--- config.mk ---
export PLATFORM = sky130hd
export DESIGN_NAME = reg_file_sb
export DESIGN_NICKNAME = d
export VERILOG_FILES = /design/src/rtl/reg_file_sb.sv
export SDC_FILE = /design/constraint.sdc
export NUM_CORES = 2
export LEC_CHECK = 0
export CORE_ASPECT_RATIO = 0.75
export CORE_UTILIZATION = 55
export DETAILED_ROUTE_END_ITERATION = 8
export DONT_BUFFER_PORTS = 1
export HOLD_SLACK_MARGIN = 0.03
export PLACE_DENSITY = 0.67
export SLEW_MARGIN = 25
export SYNTH_ARGS = -nofsm -noshare
export SYNTH_HDL_FRONTEND = slang
export SYNTH_SLANG_ARGS = --single-unit
--- constraint.sdc ---
create_clock -name clk -period 44.7 [get_ports clk]
set_clock_uncertainty 0.2 [all_clocks]
set_input_delay 6.705 -clock clk [delete_from_list [all_inputs] [get_ports clk]]
set_output_delay 6.705 -clock clk [all_outputs]
set_load 0.1 [all_outputs]
--- src/rtl/reg_file_sb.sv ---
// reg_file_sb
// Register file with an integrated pending-write scoreboard for a pipelined
// MIPS datapath. Two combinational read ports see the incoming write through
// a bypass. One rising-edge write port stores data. A pending bit per register
// tracks issued-but-not-written producers, so decode can detect RAW hazards.
//
// Ports:
//   clk, reset             clock; asynchronous active-high clear of all state
//   rd_addr1/2             read addresses
//   rd_data1/2             read data, combinational, with write bypass
//   rd_busy1/2             addressed register still awaits its producer
//   wr_en/wr_addr/wr_data  write port; also clears the pending bit
//   rsv_en/rsv_addr        reserve: mark a register pending at the edge
//   rsv_conflict           reservation target is already pending (WAW)
//   flush                  clear every pending bit at the edge
//   pending_cnt            number of pending registers
module reg_file_sb #(
  parameter int DATA_W   = 32,
  parameter int ADDR_W   = 5,
  parameter bit ZERO_REG = 1'b1
) (
  input  logic              clk,
  input  logic              reset,
  input  logic [ADDR_W-1:0] rd_addr1,
  input  logic [ADDR_W-1:0] rd_addr2,
  output logic [DATA_W-1:0] rd_data1,
  output logic [DATA_W-1:0] rd_data2,
  output logic              rd_busy1,
  output logic              rd_busy2,
  input  logic              wr_en,
  input  logic [ADDR_W-1:0] wr_addr,
  input  logic [DATA_W-1:0] wr_data,
  input  logic              rsv_en,
  input  logic [ADDR_W-1:0] rsv_addr,
  output logic              rsv_conflict,
  input  logic              flush,
  output logic [ADDR_W:0]   pending_cnt
);

  localparam int DEPTH = 2**ADDR_W;

  // The whole array clears on reset and is read asynchronously, so it is
  // built from flops rather than a RAM primitive.
  logic [DATA_W-1:0] regArray [DEPTH];
  logic [DEPTH-1:0]  pendingReg;
  logic [DEPTH-1:0]  pendingNext;
  logic [ADDR_W:0]   pendingCntReg;
  logic [ADDR_W:0]   pendingCntNext;

  logic wrValid;
  logic rsvValid;
  logic becomesSet;
  logic becomesClr;

  // With a hardwired zero register, writes and reservations to r0 are dropped
  // here, so entry 0 stays zero and its pending bit never sets.
  assign wrValid  = wr_en  && !(ZERO_REG && (wr_addr  == '0));
  assign rsvValid = rsv_en && !(ZERO_REG && (rsv_addr == '0));

  // Read ports: both share the same bypass and busy logic.
  logic [ADDR_W-1:0] rdAddr [2];
  logic [DATA_W-1:0] rdData [2];
  logic              rdBusy [2];

  assign rdAddr[0] = rd_addr1;
  assign rdAddr[1] = rd_addr2;

  genvar gi;
  generate
    for (gi = 0; gi < 2; gi++) begin : gRead
      logic hit;
      logic zeroAddr;
      assign zeroAddr   = ZERO_REG && (rdAddr[gi] == '0);
      assign hit        = wr_en && (wr_addr == rdAddr[gi]);
      assign rdData[gi] = zeroAddr ? '0 : (hit ? wr_data : regArray[rdAddr[gi]]);
      // A write in this cycle satisfies the hazard even though the stored
      // bit only clears at the edge.
      assign rdBusy[gi] = pendingReg[rdAddr[gi]] & ~hit;
    end
  endgenerate

  assign rd_data1 = rdData[0];
  assign rd_data2 = rdData[1];
  assign rd_busy1 = rdBusy[0];
  assign rd_busy2 = rdBusy[1];

  assign rsv_conflict = rsv_en & pendingReg[rsv_addr];
  assign pending_cnt  = pendingCntReg;

  // Flush beats everything. Otherwise a reservation is applied after the
  // write clear, so on a shared address the new producer keeps the bit set.
  always_comb begin
    pendingNext = pendingReg;
    if (flush) begin
      pendingNext = '0;
    end else begin
      if (wrValid)  pendingNext[wr_addr]  = 1'b0;
      if (rsvValid) pendingNext[rsv_addr] = 1'b1;
    end
  end

  // Incremental popcount: at most one bit sets and one clears per cycle.
  assign becomesSet = rsvValid && !pendingReg[rsv_addr];
  assign becomesClr = wrValid && pendingReg[wr_addr] &&
                      !(rsvValid && (rsv_addr == wr_addr));

  always_comb begin
    pendingCntNext = pendingCntReg;
    if (flush) begin
      pendingCntNext = '0;
    end else begin
      pendingCntNext = pendingCntReg + (ADDR_W+1)'(becomesSet)
                                     - (ADDR_W+1)'(becomesClr);
    end
  end

  always_ff @(posedge clk or posedge reset) begin
    if (reset) begin
      pendingReg    <= '0;
      pendingCntReg <= '0;
    end else begin
      pendingReg    <= pendingNext;
      pendingCntReg <= pendingCntNext;
    end
  end

  always_ff @(posedge clk or posedge reset) begin
    if (reset) begin
      for (int i = 0; i < DEPTH; i++) regArray[i] <= '0;
    end else if (wrValid) begin
      regArray[wr_addr] <= wr_data;
    end
  end

endmodule
---- Word-level counts from Yosys, hierarchy flattened ----
Index checks and enable logic that the tools add are counted.
word-level totals
  output and inout bits ................... 73
  bits in registers ....................... 1,062
  input port bits ......................... 57
  logic and storage cells ................. 109
cells by class
  muxes and demuxes ....................... 30
  $add $sub $neg .......................... 2
  $lt $le $gt $ge ......................... 10
  reductions and logical operators ........ 19
  equality and inequality tests ........... 3
  bitwise gates (word level) .............. 11
operators with widths
  operator                                              number
  bitwise mux 1024 bit                                  1
  two-way mux 32 bit                                    13
  binary-select mux 32 bit (select 5 bit)               2
  demux 32 bit (select 5 bit)                           1
  bitwise AND 32 bit                                    1
  inverter 32 bit                                       1
  OR 32 bit                                             1
  < comparator 5 x 6 -> 1 bit (second input constant)   4
  binary-select mux 1 bit (select 5 bit)                4
  logical NOT 5 bit                                     4
  >= comparator 6 bit (second input constant)           3
  inverter 5 -> 6 bit                                   3
  equality test 5 bit                                   3
  logical AND 1 bit                                     11
  demux 1 bit (select 5 bit)                            2
  >= comparator 5 x 1 -> 1 bit (second input constant)  2
  adder 6 x 1 -> 6 bit                                  1
  < comparator 6 x 1 -> 1 bit (second input constant)   1
  two-way mux 1 bit                                     6
  two-way mux 6 bit                                     1
  subtractor 6 x 1 -> 6 bit                             1
  logical NOT 1 bit                                     4
  bitwise AND 1 bit                                     3
  inverter 1 bit                                        2

---- Logic depth before layout (Yosys ltp) ----
  depth in word-level cells ............... 11
  mapped depth ............................ 16

---- Least setup slack after synthesis ----
No wires, ideal clock.
  path type ............................... input -> output
  start point ............................. input rd_addr1[0]
  end point ............................... output rd_data1[30]
  stages on the path ...................... 7
  buffers on the path ..................... 3
  data arrival time ....................... 10.044 ns
  slack ................................... 27.751 ns
  data required time ...................... 37.795 ns
  cells stage by stage .................... buf_4 -> buf_6 -> xor2_1 -> nor4_1 -> nand3_1 -> clkbuf_1 -> o311ai_1
between the ends
  word-level cells in the longest chain between the ends .. 6
  elaborated cells on any way between the ends .. 9
RTL lines
  what                                                    RTL line  RTL
  start, declared                                         24        input logic [ADDR_W-1:0] rd_addr1,
  inverter 5 -> 6 bit (implied by the code)               75        assign rdData[gi] = zeroAddr ? '0 : (hit ? wr_data : regArray[rdAddr[gi]]);
  binary-select mux 32 bit (select 5 bit)                 75
  two-way mux 32 bit (implied by the code) (2 in series)  75
  two-way mux 32 bit                                      75
  two-way mux 32 bit *                                    75
  end, declared                                           26        output logic [DATA_W-1:0] rd_data1,
Every way passes the cells marked *; elsewhere a longest branch is shown, timed or not. The select of a mux whose other input is x is not followed.

---- Final worst setup path ----
  start point ............................. input rd_addr2[0]
  end point ............................... output rd_data2[27]
between the ends
  word-level cells in the longest chain between the ends .. 6
  elaborated cells on any way between the ends .. 9
RTL lines
  what                                                    RTL line  RTL
  start, declared                                         25        input logic [ADDR_W-1:0] rd_addr2,
  inverter 5 -> 6 bit (implied by the code)               75
  binary-select mux 32 bit (select 5 bit)                 75
  two-way mux 32 bit (implied by the code) (2 in series)  75
  two-way mux 32 bit                                      75
  two-way mux 32 bit *                                    75
  end, declared                                           27        output logic [DATA_W-1:0] rd_data2,
Marks and branches as above.

==> flow_metrics.tcl <==
set metrics [dict create \
    endpoint_kind "output port" \
    setup_tns_ns 0 \
    hold_viol 0 \
    rr_worst_depth 12 \
    diodes 0 \
    synth_area_leaders "dfrtp_1 46%, mux2_2 18%, mux4_2 17%" \
    core_area_sq_um 104000 \
    drtIter0Drc 4206 \
    clock-sinks 1062 \
    totalWireLength_microns 185000 \
    cts_buffers 106 \
    switching_share_pct 28.9 \
    power.share.sequential_pct 45.4 \
    cp-start-kind "input port" \
    grtUsageMet2_pct 51.1 \
    root_buffer "clkbuf_16" \
    via_per_inst 7.18 \
    worstPathArrival_ns 9.89 \
    crit_type "input port to output port" \
    grt_pass1_vias 37600 \
    synth_cell_types 65 \
    p_comb_share_pct 21.4 \
    worstPathRequired_ns 37.79 \
    async_flop_share_pct 100 \
    leakagePower_uw 0.0270 \
    final_max_slew_viol_count 0 \
    min_period_over_period_pct 37.6 \
    maxCapViolations 0 \
    critPathBufInv 2 \
    grt_setup_unrepaired "no" \
    clock_latency_ns 0.72 \
    fin_nets 3836 \
    outcome "finished clean" \
    whs_ns 0.198 \
    die_area_sq_um 107000 \
    path_clk_slew_ns 0.07 \
    cp_top_family "compound AO/OA/AOI/OAI gates" \
    dpl.hpwl_microns 99100 \
    areaGrowthSynthToFinish_pct 7.41 \
    powerDensity_nw_per_um2 45.3 \
    overflow 0 \
    yosysWarningCount 0 \
    syn_nets 4103 \
    cts_resized 0 \
    path_max_fanout 317 \
    synth_edf_count 0 \
    grtUsageTotal_pct 35.2 \
    cts_hold_buf 0 \
    grt_max_degree 321 \
    fmax_mhz 59.5 \
    vias 37800 \
    max_stage_delay_ns 0.82 \
    cp.depth 7 \
    ys.flop_type "dfrtp_1" \
    max-clock-path-buffers 3 \
    ys_ff_latch 1062 \
    row_count 102 \
    cp_cell_sequence "xnor2_1 -> nand2_1 -> or2_2 -> buf_4 -> a21oi_2 -> buf_6 -> a221o_1" \
    cp_slowest_cell "a221o_1" \
    syn_inst 4039 \
    gr-usage-met1_pct 50.2 \
    post_drt_wl_per_cell_microns 35.3 \
    final_util_pct 59.9 \
    total_power_uw 2820 \
    drt_pre_antenna_iters 7 \
    min_path_type "flop to flop" \
    yosysSeqAreaShare_pct 45.9 \
    fillers 8036 \
    gp_congestion 0.864 \
    postSynthAreaPerCell_sq_um 14.3 \
    cts_setup_buffers 0 \
    finalSetupViolCount 0 \
    port_buffers 0 \
    cts_tree "yes" \
    fp.dieH_microns 283 \
    dieWidth_microns 377 \
    top_usage_layer "met2" \
    worst_slew_pin_slew_ns 1.35 \
    grt_pass1_wl_microns 272000 \
    finalCriticalPeriod_ns 16.80 \
    whs_path_depth 0 \
    drive_gt1_share_pct 45.0 \
    antenna_found_initial 4 \
    yosys.area.top_type "dfrtp_1" \
    use_met3_pct 9.81 \
    synth_top_area_share_pct 45.9 \
    power_switching_uw 815 \
    ant_nets 0 \
    ir_drop_mv 0.0349 \
    io_pins 130 \
    start_util_pct 55.8 \
    clkPwrFrac_pct 33.3 \
    drcViolationCount 0 \
    netlist_area_sq_um 57900 \
    synth_common_cells "1,062 x dfrtp_1, 923 x mux2_2, 446 x mux4_2" \
    relSlewSlack_pct 10.0 \
    cts_max_level 3 \
    synth.most_common_cell "dfrtp_1" \
    internal_power_uw 2000 \
]
[cells in the final DEF (no fill, tap or decap), types with 49 or more instances in the layout]
cell type / n
mux2i_1: 269
mux2_1: 49
dfrtp_1: 1062
o21ai_0: 62
a21oi_1: 56
clkbuf_16: 109
mux4_2: 446
a22oi_1: 179
buf_4: 77
nand2_1: 97
mux2_2: 923
[path summary, 6_finish.rpt]
| path | from | endpoint | slack [ns] |
|---|---|---|---|
| max reg2reg | pendingReg[31] | pending_cnt[5] | 40.83 |
| max in group asynchronous | reset | regArray[725] | 34.85 |
| min in group asynchronous | reset | regArray[934] | 5.74 |
| min reg2reg | regArray[1010] | regArray[1010] | 0.20 |
| min | regArray[1010] | regArray[1010] | 0.20 |
| max | rd_addr2[0] | rd_data2[27] | 27.90 |
[per-stage QoR]
stage          instances  cell area (sq um)  worst slack, ns
2_1_floorplan       4039              57900             7.90
3_3_place_gp        5065              58500            28.19
3_5_place_dp        5067              58600            28.37
4_1_cts             5255              62100            28.38
5_1_grt             5256              62200            28.01
6_report            5256              62200            27.90
[flip-flops by register name (all words and copies together), names as in the netlist]
signal and flops:
regArray 1024, pending_cnt 6, pendingReg 32
[power groups by stage]
stage	Sequential (uW)	Combinational (uW)	Clock [uW]
after CTS	1270	599	946
after global routing	1300	635	987
final	1280	603	937
after detailed placement	1290	597	0
after floorplan	1250	526	0
after global placement	1280	585	0
[final cells by class]
| type | instances | area (sq um) | area share (%) |
|---|---|---|---|
| Clock buffer | 157 | 3200 | 5.14 |
| Clock inverter | 31 | 388 | 0.624 |
| Inverter | 13 | 56.3 | 0.0906 |
| Multi-Input combinational cell | 2503 | 29400 | 47.3 |
| Sequential cell | 1062 | 26600 | 42.7 |
| Tap cell | 1404 | 1760 | 2.83 |
| Timing Repair Buffer | 86 | 771 | 1.24 |
[worst register-to-register path, cell delays in order, from the launching register on]
cell and delay (ns):
dfrtp_1 0.43, mux4_2 0.49, mux4_2 0.48, mux2i_1 0.32, nand3_1 0.18, ha_1 0.31
inv_1 0.04, ha_1 0.20, a21o_1 0.20, a21oi_1 0.25, o21bai_1 0.10, a21oi_1 0.18
mux2_2 0.36
[cell families after synthesis]
| group | count (synthesis) | share of synthesized area [%] |
|---|---|---|
| DFF | 1062 | 45.9 |
| AOI/OAI and AO/OA | 508 | 6.33 |
| xor gates and xnor gates | 19 | 0.287 |
| muxes | 1687 | 40.9 |
| and+or+nand+nor | 282 | 2.35 |
| buffers and inverters | 474 | 4.06 |
| adders and majority gates | 7 | 0.164 |
[layer usage]
metal / wire, microns / share of wire (%) / vias to the layer above
met5: 69 / 0.037 / -
met4: 8420 / 4.5 / 2
met3: 18700 / 10 / 476
met2: 82300 / 44 / 1930
met1: 76000 / 41 / 20300
li1: - / - / 15100
Note: power is estimated with default switching activity, not from simulation.
